### src/rtl/ia_bitserial_driver_if.sv
// Job-side handshake bundle for ia_bitserial_driver.
// slave = driver view, master = job source / result sink.
interface ia_bitserial_driver_if #(
  parameter int NROWS  = 64,
  parameter int ACTLEN = 8,
  parameter int SUMW   = 17
);
  logic                          in_valid;
  logic                          in_ready;
  logic [NROWS-1:0][ACTLEN-1:0]  act;
  logic                          out_valid;
  logic                          out_ready;
  logic signed [SUMW-1:0]        result;

  modport master (
    output in_valid, act, out_ready,
    input  in_ready, out_valid, result
  );

  modport slave (
    input  in_valid, act, out_ready,
    output in_ready, out_valid, result
  );
endinterface

### src/rtl/ia_bitserial_driver.sv
// Bit-serial CIM column driver: streams activations LSB-first, aligns shift,
// and differences col_sum around a job. SIGNED_ACT_EN selects signed acts.
module ia_bitserial_driver #(
  parameter int NROWS   = 64,
  parameter int ACTLEN  = 8,
  parameter int SHIFTW  = 8,
  parameter int SUMW    = 17,
  parameter int COL_LAT = 3
) (
  input  logic                   clock,
  input  logic                   resetn,
  ia_bitserial_driver_if.slave   job,
  output logic [NROWS-1:0]       ia,
  output logic [SHIFTW-1:0]      shift,
  input  logic signed [SUMW-1:0] col_sum,
  output logic                   busy
);

  localparam int CMAX = (ACTLEN > COL_LAT) ? ACTLEN : COL_LAT;
  localparam int CW   = $clog2(CMAX + 1);

  typedef enum logic [1:0] {
    IDLE,
    STREAM,
    DRAIN,
    DONE
  } state_t;

  state_t                       state_q;
  state_t                       state_d;
  logic [CW-1:0]                cnt_q;
  logic [NROWS-1:0][ACTLEN-1:0] sr_q;
  logic signed [SUMW-1:0]       base_q;
  logic signed [SUMW-1:0]       result_q;
  logic [SHIFTW-1:0]            idx1_q;
  logic [SHIFTW-1:0]            shift_q;
  logic signed [SUMW-1:0]       diff;
  logic signed [SUMW-1:0]       final_sum;
  logic                         accept;
  logic                         last_stream;
  logic                         last_drain;

  assign accept      = (state_q == IDLE) && job.in_valid;
  assign last_stream = (cnt_q == CW'(ACTLEN - 1));
  assign last_drain  = (cnt_q == CW'(COL_LAT - 1));
  assign diff        = col_sum - base_q;

`ifdef SIGNED_ACT_EN
  logic signed [SUMW-1:0] mid_q;
  logic signed [SUMW-1:0] msb_part;

  // MSB weight is negative: remove its positive contribution twice.
  assign msb_part  = col_sum - mid_q;
  assign final_sum = diff - (msb_part <<< 1);
`else
  assign final_sum = diff;
`endif

  assign shift      = shift_q;
  assign job.result = result_q;

  // State register.
  always_ff @(posedge clock or negedge resetn) begin
    if (!resetn) state_q <= IDLE;
    else         state_q <= state_d;
  end

  // Next-state and state-decoded outputs.
  always_comb begin
    state_d       = state_q;
    job.in_ready  = 1'b0;
    job.out_valid = 1'b0;
    busy          = 1'b1;
    ia            = '0;
    unique case (state_q)
      IDLE: begin
        job.in_ready = 1'b1;
        busy         = 1'b0;
        if (job.in_valid) state_d = STREAM;
      end
      STREAM: begin
        for (int r = 0; r < NROWS; r++) ia[r] = sr_q[r][0];
        if (last_stream) state_d = DRAIN;
      end
      DRAIN: begin
        if (last_drain) state_d = DONE;
      end
      DONE: begin
        job.out_valid = 1'b1;
        if (job.out_ready) state_d = IDLE;
      end
      default: state_d = IDLE;
    endcase
  end

  // Datapath: activation shifter, counter, shift pipe, base/result capture.
  always_ff @(posedge clock or negedge resetn) begin
    if (!resetn) begin
      cnt_q    <= '0;
      sr_q     <= '0;
      base_q   <= '0;
      result_q <= '0;
      idx1_q   <= '0;
      shift_q  <= '0;
`ifdef SIGNED_ACT_EN
      mid_q    <= '0;
`endif
    end else begin
      idx1_q  <= (state_q == STREAM) ? SHIFTW'(cnt_q) : '0;
      shift_q <= idx1_q;
      unique case (state_q)
        IDLE: begin
          if (accept) begin
            sr_q   <= job.act;
            base_q <= col_sum;
            cnt_q  <= '0;
          end
        end
        STREAM: begin
          for (int r = 0; r < NROWS; r++) sr_q[r] <= sr_q[r] >> 1;
          cnt_q <= last_stream ? '0 : cnt_q + CW'(1);
        end
        DRAIN: begin
          cnt_q <= last_drain ? '0 : cnt_q + CW'(1);
`ifdef SIGNED_ACT_EN
          if (cnt_q == CW'(COL_LAT - 2)) mid_q <= col_sum;
`endif
          if (last_drain) result_q <= final_sum;
        end
        DONE: ;
        default: ;
      endcase
    end
  end

endmodule
### src/flat_wrapper.sv
// flat-port wrapper written by rule: the top's interface ports become plain ports
module ia_bitserial_driver_flat 
#(
  parameter int NROWS   = 64,
  parameter int ACTLEN  = 8,
  parameter int SHIFTW  = 8,
  parameter int SUMW    = 17,
  parameter int COL_LAT = 3
)
  (clock, resetn, ia, shift, col_sum, busy, job_in_valid, job_act, job_out_ready, job_in_ready, job_out_valid, job_result);
  ia_bitserial_driver_if #(.NROWS(NROWS), .ACTLEN(ACTLEN), .SUMW(SUMW)) job_i ();
  input  logic clock;
  input  logic resetn;
  output logic [NROWS-1:0] ia;
  output logic [SHIFTW-1:0] shift;
  input  logic signed [SUMW-1:0] col_sum;
  output logic busy;
  input wire logic [$bits(job_i.in_valid)-1:0] job_in_valid;
  input wire logic [$bits(job_i.act)-1:0] job_act;
  input wire logic [$bits(job_i.out_ready)-1:0] job_out_ready;
  output wire logic [$bits(job_i.in_ready)-1:0] job_in_ready;
  output wire logic [$bits(job_i.out_valid)-1:0] job_out_valid;
  output wire logic [$bits(job_i.result)-1:0] job_result;
  assign job_i.in_valid = job_in_valid;
  assign job_i.act = job_act;
  assign job_i.out_ready = job_out_ready;
  assign job_in_ready = job_i.in_ready;
  assign job_out_valid = job_i.out_valid;
  assign job_result = job_i.result;
  ia_bitserial_driver #(.NROWS(NROWS), .ACTLEN(ACTLEN), .SHIFTW(SHIFTW), .SUMW(SUMW), .COL_LAT(COL_LAT)) u_core (.clock(clock), .resetn(resetn), .job(job_i), .ia(ia), .shift(shift), .col_sum(col_sum), .busy(busy));
endmodule
### config.mk
export PLATFORM = sky130hd
export DESIGN_NAME = ia_bitserial_driver_flat
export DESIGN_NICKNAME = d
export VERILOG_FILES = /design/src/rtl/ia_bitserial_driver_if.sv /design/src/rtl/ia_bitserial_driver.sv /design/src/flat_wrapper.sv
export SDC_FILE = /design/constraint.sdc
export NUM_CORES = 1
export LEC_CHECK = 0
export CAP_MARGIN = 40
export CORE_MARGIN = 2
export CORE_UTILIZATION = 35
export DETAILED_ROUTE_END_ITERATION = 7
export PLACE_DENSITY = 0.71
export REMOVE_ABC_BUFFERS = 1
export SLEW_MARGIN = 10
export SYNTH_ARGS = -nofsm -noshare
export SYNTH_HDL_FRONTEND = slang
export SYNTH_SLANG_ARGS = --single-unit
### constraint.sdc
create_clock -name clock -period 2.2 [get_ports clock]
set_clock_uncertainty 0.05 [all_clocks]
set_input_delay 0.44 -clock clock [delete_from_list [all_inputs] [get_ports clock]]
set_output_delay 0.44 -clock clock [all_outputs]
set_load 0.01 [all_outputs]
After elaboration in Yosys (flattened, before gate mapping)
Index checks and enable logic that the tools add are counted.

Bits of input ports: 533. Register bits: 568. Word-level logic and storage cells: 107.

Equality and inequality tests: 10. Reduce and logical (&&, ||, !) cells: 9. Add/subtract/negate cells: 2. Muxes and demuxes: 16.

Operator list (count): one-hot mux 512 bit (2 select lines) (1); two-way mux 512 bit (1); two-way mux 64 bit (1); subtractor 17 bit (1); two-way mux 4 bit (4); one-hot mux 4 bit (3 select lines) (1); two-way mux 2 bit (4); one-hot mux 2 bit (4 select lines) (1); AND reduction 2 bit (4); != test 2 x 1 -> 1 bit, second input constant (3); adder 4 x 1 -> 4 bit, second input constant (1); equality test 2 bit, second input constant (2); equality test 4 x 2 -> 1 bit, second input constant (1); equality test 4 x 3 -> 1 bit, second input constant (1); != test 2 bit, second input constant (2); AND reduction 4 bit (1); two-way mux 1 bit (3); nonzero test 3 bit (1); equality test 2 x 1 -> 1 bit, second input constant (1); zero test 2 bit (1); nonzero test 2 bit (1); logical AND 1 bit (1).

Longest topological paths before layout
Gate-level depths: netlist of the first run.

Word-level depth: 4. Depth in mapped cells: 9. Mapped depth without buffers: 9.

Worst setup path before layout of the first run
Ideal clock, no wire load.

Path kind: input -> register. Start point: input col_sum[0]. End point: register u_core.result_q[16] (netlist: u_core.job.result[16]). Path slack: -157 ps. Data required time: 2081 ps. Arrival: 2238 ps. Cell stages on the path: 9. Path through: inv_1 -> ha_1 -> inv_1 -> fa_1 -> a21o_1 -> a221oi_4 -> nor3_2 -> or4_1 -> nand3_1.

Longest elaborated chain between the ends: 1.

RTL lines: from (decl) (RTL line flat_wrapper.sv:16) `input logic signed [SUMW-1:0] col_sum;`; subtractor 17 bit (RTL line ia_bitserial_driver.sv:46) `assign diff = col_sum - base_q;`; to (signal assigned) (RTL line ia_bitserial_driver.sv:128) `if (last_drain) result_q <= final_sum;`; to (decl) (RTL line ia_bitserial_driver.sv:34) `logic signed [SUMW-1:0] result_q;`.

Every way passes these cells. A chain may end at the register's enable or synchronous reset.

Worst setup path in the final report of the first run
Start point: register u_core.state_q[1]. End point: output ia[46].

Longest elaborated chain between the ends: 2.

RTL lines: from (decl) (RTL line ia_bitserial_driver.sv:29) `state_t state_q;`; from (signal assigned) (RTL line ia_bitserial_driver.sv:65) `else state_q <= state_d;`; equality test 2 x 1 -> 1 bit (RTL line ia_bitserial_driver.sv:75) `unique case (state_q)`; two-way mux 64 bit (RTL line ia_bitserial_driver.sv:75); to (decl) (RTL line flat_wrapper.sv:14) `output logic [NROWS-1:0] ia;`.

Every way passes these cells.

==> impl_metrics.toml, run 1 <==
[cts]
cts.clk_slew.worst_paths_ns = 0.06
cts_sinks = 560
clk_latency_ns = 0.60
h-tree-depth = 3
cts_buffer_depth = 3
root_buffer = "clkbuf_16"
cts_tree = "built"
cts_buffers = 66

[route]
wire_per_inst_um = 23.54
drc_errors = 0
routed_wl_mm = 103.0
drt-initial-drc-count = 1477
ant_nets = 0
viasPerCell = 5.296
firstDrtPassIters = 5
num_vias = 23180

[final_layout]
multi_input_area_mm2 = 0.01380
drive_gt1_share_pct = 38.24
final_nets = 3901
num-fill-cells = 5460
register_area_mm2 = 0.01401
synthToLayoutAreaGrowth_pct = 71.89
fin_util_pct = 60.68

[run]
maxCapViolations = 0

[sta]
tightest_slew_ns = 0.6336
finalCritPeriodShare_pct = 114.7
period_minus_slack_ns = 2.523
setup_viol_count_final = 548
finalHoldViolCount = 0
tns_ns = -69.73
maxSlewHeadroom_pct = 56.55
rsz0062_at_grt = "yes"
holdWs_ns = 0.2943
maxSlewViolCount = 0
setup_slack_ns = -0.3233
fmax_mhz = 396.3

[floorplan]
coreArea_mm2 = 0.07283
num_rows = 99
start_util_pct = 35.30
chipWidth_um = 275.0
die-area_mm2 = 0.07565
die_h_um = 275.0
io_pins = 625

[pwr]
powerDensity_mw_per_mm2 = 1714
peakVddDrop_mv = 0.9369
total_power_uw = 75740
power.static_leakage_uw = 0.01978

[global_routing]
overflow = 0
grt_pass1_wl_mm = 125.8
grt_max_degree = 84
grt_pass1_vias = 21380
grt_usage_pct = 21.85
antenna_found_initial = 25

[synthesis]
synth_mux_area_share_pct = 18.18
synth_top_family_by_area = "multiplexers"
synthXorXnorAreaFrac_pct = 0.2725
yosysUniqueCellTypes = 56
ys_seq_elements = 560
synth-main-ff-cell = "dfrtp_1"
synth-compound-area-share_pct = 12.81
avgSynthCellArea_um2 = 10.54
syn-cell-area_mm2 = 0.02571
syn_inst = 2440
async_reset_ff_share_pct = 100.0
yosys_warnings = 0
synthSimpleGateAreaFrac_pct = 9.746
synth-adder-area-share_pct = 1.148
synth_edf_count = 0
ys_seq_area_share_pct = 54.50

[worst_setup_path]
reg2reg_depth = 14
criticalPathCategory = "flop to output pin"
crit_arrival_ns = 2.03
end_kind = "output pin"
startpoint_type = "flop"
worstReg2RegEnd = "u_core.sr_q[47]$_DFFE_PN0P_"
worstReg2RegStart = "u_core.state_q[1]$_DFFE_PN0P_"
crit_fanout = 8
regToRegSetupSlack_ns = -0.27
required_ns = 1.71

[run_status]
status = "finished with violations"
violations = "setup timing"

[placement]
io_buffer_count = 620
dpl.hpwl_mm = 57.79
routabilityCongestion = 0.8551

[min_path]
worstHoldPathType = "input pin to async pin"
[cells by family after synthesis]
family / Yosys count
buffers and inverters: 203
adder cells (fa/ha/maj): 23
AO/OA/AOI/OAI: 583
AND/OR/NAND/NOR: 597
other: 1
XOR/XNOR: 8
flip-flops: 560
multiplexers: 465
[metrics by stage]
step / setup WS, ns / instances / instance area [um2]
3_3_place_gp: -0.6039 / 4003 / 34090
3_5_place_dp: -0.6377 / 4003 / 34090
2_1_floorplan: -147.66 / 2262 / 24950
4_1_cts: -0.3274 / 4192 / 38040
6_report: -0.3233 / 4376 / 44200
5_1_grt: -0.3646 / 4374 / 44190
[cell usage in the layout, fill, tap and decap left out, drive strengths merged, types with 4 or more instances in the layout]
cell / Yosys / routed
a21o: 6 / 6
a21oi: 13 / 13
nor3: 9 / 9
clkbuf: 110 / 180
nor2: 8 / 8
clkinv: 0 / 8
and2: 69 / 69
mux2i: 448 / 448
nand2: 485 / 485
dfrtp: 560 / 560
diode: 0 / 25
o31a: 4 / 4
ha: 22 / 22
conb: 1 / 4
nand3: 4 / 4
mux2: 17 / 17
o21ai: 467 / 467
clkdlybuf4s50: 0 / 552
o31ai: 7 / 7
a22o: 64 / 64
inv: 22 / 25
xnor2: 6 / 6
buf: 71 / 380
[sequential cells by signal, indices dropped and copies added, names as in the netlist]
name and flops:
u_core.sr_q 512, u_core.base_q 17, u_core.job.result 17, u_core.cnt_q 4, u_core.idx1_q 4, u_core.shift 4
u_core.state_q 2
[per-layer routing]
| metal | GRT usage [%] | routed length, um |
|---|---|---|
| met4 | 11.98 | 5318 |
| met3 | 4.373 | 5238 |
| met1 | 27.80 | 41480 |
| met5 | 0 | 42 |
| met2 | 35.00 | 50920 |
[power by group]
| group | internal [uW] | leakage [uW] | switching, uW | total, uW |
|---|---|---|---|---|
| combinational | 24400 | 0.0116 | 21100 | 45500 |
| clock | 6660 | 0.00108 | 4500 | 11200 |
| sequential | 15200 | 0.00705 | 3890 | 19100 |
| total | 46200 | 0.0198 | 29500 | 75700 |
[Yosys cell counts, types with 7 or more instances]
cell | number | area [um2]
ha_1 | 22 | 275.3
and2_1 | 69 | 431.7
nand2_1 | 485 | 1821
a21oi_1 | 13 | 65.06
mux2i_1 | 448 | 4484
nor2_1 | 8 | 30.03
o21ai_0 | 465 | 2327
buf_2 | 62 | 310.3
nor3_1 | 8 | 40.04
a22o_1 | 64 | 560.5
o31ai_1 | 7 | 52.55
clkbuf_1 | 110 | 412.9
inv_1 | 22 | 82.58
mux2_2 | 16 | 180.2
dfrtp_1 | 560 | 14010
[layout make-up]
| class | count | share of cell area (%) |
|---|---|---|
| flip-flops and latches | 560 | 31.71 |
| multi-input cells | 1680 | 31.23 |
| repair buffers | 1015 | 29.09 |
| clock buffers | 100 | 4.555 |
| well taps | 959 | 2.715 |
| clock inverters | 15 | 0.3708 |
| inverters | 22 | 0.1925 |
| diodes | 25 | 0.1415 |
[repair_timing]
item                                   in CTS  in global routing
setup endpoints to repair                 102                593
cloned                                     32                111
setup buffers                              42                 75
endpoints found under the hold margin      30                  0
gates resized for setup                   532               1332
hold buffers                                1                  0
pin swaps                                  47                515
[how the worst max path moves through the flow]
stage / from / endpoint / slack (ns) / cells after the start
floorplan: u_core.state_q[1]$_DFFE_PN0P_ / u_core.sr_q[103]$_DFFE_PN0P_ / -147.66 / 4
global placement: col_sum[0] / u_core.job.result[8]$_DFFE_PN0P_ / -0.60 / 12
detailed placement: col_sum[0] / u_core.job.result[8]$_DFFE_PN0P_ / -0.64 / 12
CTS: u_core.state_q[1]$_DFFE_PN0P_ / ia[45] / -0.33 / 8
global route: u_core.state_q[1]$_DFFE_PN0P_ / ia[46] / -0.36 / 8
finish: u_core.state_q[1]$_DFFE_PN0P_ / ia[46] / -0.32 / 8
[worst max-delay path, stage by stage, from the launching register on]
cell     delay (ns)
dfrtp_1        0.39
inv_2          0.07
ha_4           0.18
buf_12         0.13
buf_6          0.11
buf_12         0.14
buf_16         0.15
and2_4         0.14
buf_6          0.11
Power figures use the tool's default switching activity.
==> run 2: changes to the inputs <==
--- a/config.mk
+++ b/config.mk
@@ -5,11 +5,11 @@
 export SDC_FILE = /design/constraint.sdc
 export NUM_CORES = 1
 export LEC_CHECK = 0
-export CAP_MARGIN = 40
+export CAP_MARGIN = 20
 export CORE_MARGIN = 2
-export CORE_UTILIZATION = 35
+export CORE_UTILIZATION = 45
 export DETAILED_ROUTE_END_ITERATION = 7
-export PLACE_DENSITY = 0.71
+export PLACE_DENSITY = 0.86
 export REMOVE_ABC_BUFFERS = 1
 export SLEW_MARGIN = 10
 export SYNTH_ARGS = -nofsm -noshare
==> impl_metrics.toml, run 2 (same netlist as run 1, synthesis figures left out) <==
[run_status]
status = "finished with violations"
violations = "setup timing"

[final_layout]
layout_common_cells = "560 x dfrtp_1, 552 x clkdlybuf4s50_1, 484 x nand2_1"
synthToLayoutAreaGrowth_pct = 43.56
final_cell_area_mm2 = 0.03692
final_cells = 3984
final_common_cell = "dfrtp_1"
num-fill-cells = 3976
regMostFlops = "u_core.sr_q"
largest_register_ffs = 512
register_area_mm2 = 0.01401
fin_util_pct = 65.34
drive_gt1_share_pct = 14.48
multi_input_area_mm2 = 0.01121
final_nets = 3699

[pwr]
power_switching_uw = 20530
powerDensity_mw_per_mm2 = 1471
seq_power_share_pct = 33.3
p_clk_share_pct = 19.2
combPwrFrac_pct = 47.5
peakVddDrop_mv = 1.020
switching_share_pct = 37.81
p_int_uw = 33760
power.static_leakage_uw = 0.01651

[floorplan]
io_pins = 625
num_rows = 87
die_h_um = 243.0
chipWidth_um = 243.0
start_util_pct = 45.51
coreArea_mm2 = 0.05650
die-area_mm2 = 0.05907

[worst_setup_path]
cpMaxStageDelayCell = "a2111oi_1"
criticalPathCategory = "flop to flop"
crit_arrival_ns = 2.85
end_kind = "flop"
critPathBufInv = 2
path_cells = "ha_2 -> buf_4 -> buf_4 -> nor2b_2 -> o2111ai_4 -> a2111oi_1 -> or4_1 -> nand3_1"
crit_top_cell = "buf_4"
crit_fanout = 6
worstReg2RegStart = "u_core.base_q[0]$_DFFE_PN0P_"
startpoint_type = "flop"
worstReg2RegEnd = "u_core.job.result[15]$_DFFE_PN0P_"
cpPeakStageDelay_ns = 0.57
reg2reg_depth = 8
regToRegSetupSlack_ns = -0.21
required_ns = 2.64
cpLargestDelayFamily = "compound AO/OA/AOI/OAI gates"

[cts]
clk_latency_ns = 0.61
cts_tree = "built"
h-tree-depth = 2
cts_buffer_depth = 3
root_buffer = "clkbuf_16"
cts_sinks = 560
cts_buffers = 59
cts.clk_slew.worst_paths_ns = 0.07

[placement]
dp_worst_setup_slack_ns = -0.7320
io_buffer_count = 620
routabilityCongestion = 0.9337
placedCellCount = 3788
place_area_mm2 = 0.03378
dpl.hpwl_mm = 56.01

[sta]
setup_viol_count_final = 68
setup_slack_ns = -0.2108
rsz0062_at_grt = "yes"
finalHoldViolCount = 0
maxSlewViolCount = 0
finalCritPeriodShare_pct = 109.6
maxSlewHeadroom_pct = 64.51
period_minus_slack_ns = 2.411
tightest_slew_ns = 0.5324
fmax_mhz = 414.8
tns_ns = -10.30

[min_path]
whs_path_depth = 0
min_to = "u_core.shift[2]$_DFF_PN0_"
hp-start = "u_core.idx1_q[2]$_DFF_PN0_"
worstHoldPathType = "flop to flop"

[global_routing]
grt_usage_pct = 26.60
grt_max_degree = 61
antenna_found_initial = 38
overflow = 0
grt_pass1_wl_mm = 123.2
grt_pass1_vias = 22020

[route]
drc_errors = 0
routed_wl_mm = 82.99
firstDrtPassIters = 5
viasPerCell = 5.403
num_vias = 21520
ant_nets = 0
drt-initial-drc-count = 1377
wire_per_inst_um = 20.83

[run]
maxCapViolations = 0
==> run 2: cell types whose count changed in the layout (fill, tap and decap cells not counted), sizes merged <==
cell           change
buf              -121
bufbuf             +4
bufinv             +2
clkbuf            -89
clkdlybuf4s15      -1
clkinv             +3
diode             +13
==> run 2: how the worst max path moves through the flow <==
stage                                                    to  slack [ns]                          start  cells after the start
after CTS                                             ia[0]       -0.33  u_core.state_q[0]$_DFFE_PN0P_                      7
after floorplan                u_core.sr_q[103]$_DFFE_PN0P_     -147.66  u_core.state_q[1]$_DFFE_PN0P_                      4
after global routing      u_core.job.result[15]$_DFFE_PN0P_       -0.32   u_core.base_q[0]$_DFFE_PN0P_                      8
final                     u_core.job.result[15]$_DFFE_PN0P_       -0.21   u_core.base_q[0]$_DFFE_PN0P_                      8
after global placement    u_core.job.result[16]$_DFFE_PN0P_       -0.66                     col_sum[0]                     10
after detailed placement  u_core.job.result[16]$_DFFE_PN0P_       -0.73                     col_sum[0]                     10
==> run 2: timing repair <==
action / in CTS / in global routing
cloned: 9 / 3
resized for setup: 375 / 72
endpoints found under the setup margin: 97 / 188
hold buffers: 1 / 0
pin swaps: 5 / 13
buffers inserted: 32 / 12
endpoints found under the hold margin: 29 / 0
==> run 2: power by group through the flow <==
stage,clock [uW],sequential [uW],combinational [uW]
CTS,10500,17900,24700
finish,10400,18100,25800
global placement,0,17700,21900
global route,11000,18500,28200
detailed placement,0,18000,22800
floorplan,0,16500,10000
==> run 2: area by class of cell <==
type                       count  share of cell area (%)
clock buffer                  88                   4.813
inverter                      22                  0.2305
multi-input combinational   1680                   30.36
antenna                       38                  0.2576
clock inverter                20                  0.6880
sequential                   560                   37.96
timing repair buffer         820                   23.13
tap                          756                   2.562
==> run 2: metrics by stage <==
step           hold WS (ns)  total power, uW
2_1_floorplan       0.09441            26560
3_3_place_gp         0.2841            39620
3_5_place_dp         0.2865            40720
4_1_cts              0.3005            53190
5_1_grt              0.3094            57660
6_report             0.3052            54290
==> run 2: metal layers <==
metal  GRT usage, %  up-vias  share of wire [%]
met5              0        -              0.016
met4          17.43        2                6.2
met3          4.290      308                4.6
met2          44.50      781                 51
met1          31.87    10510                 38
li1               -     9921                  -
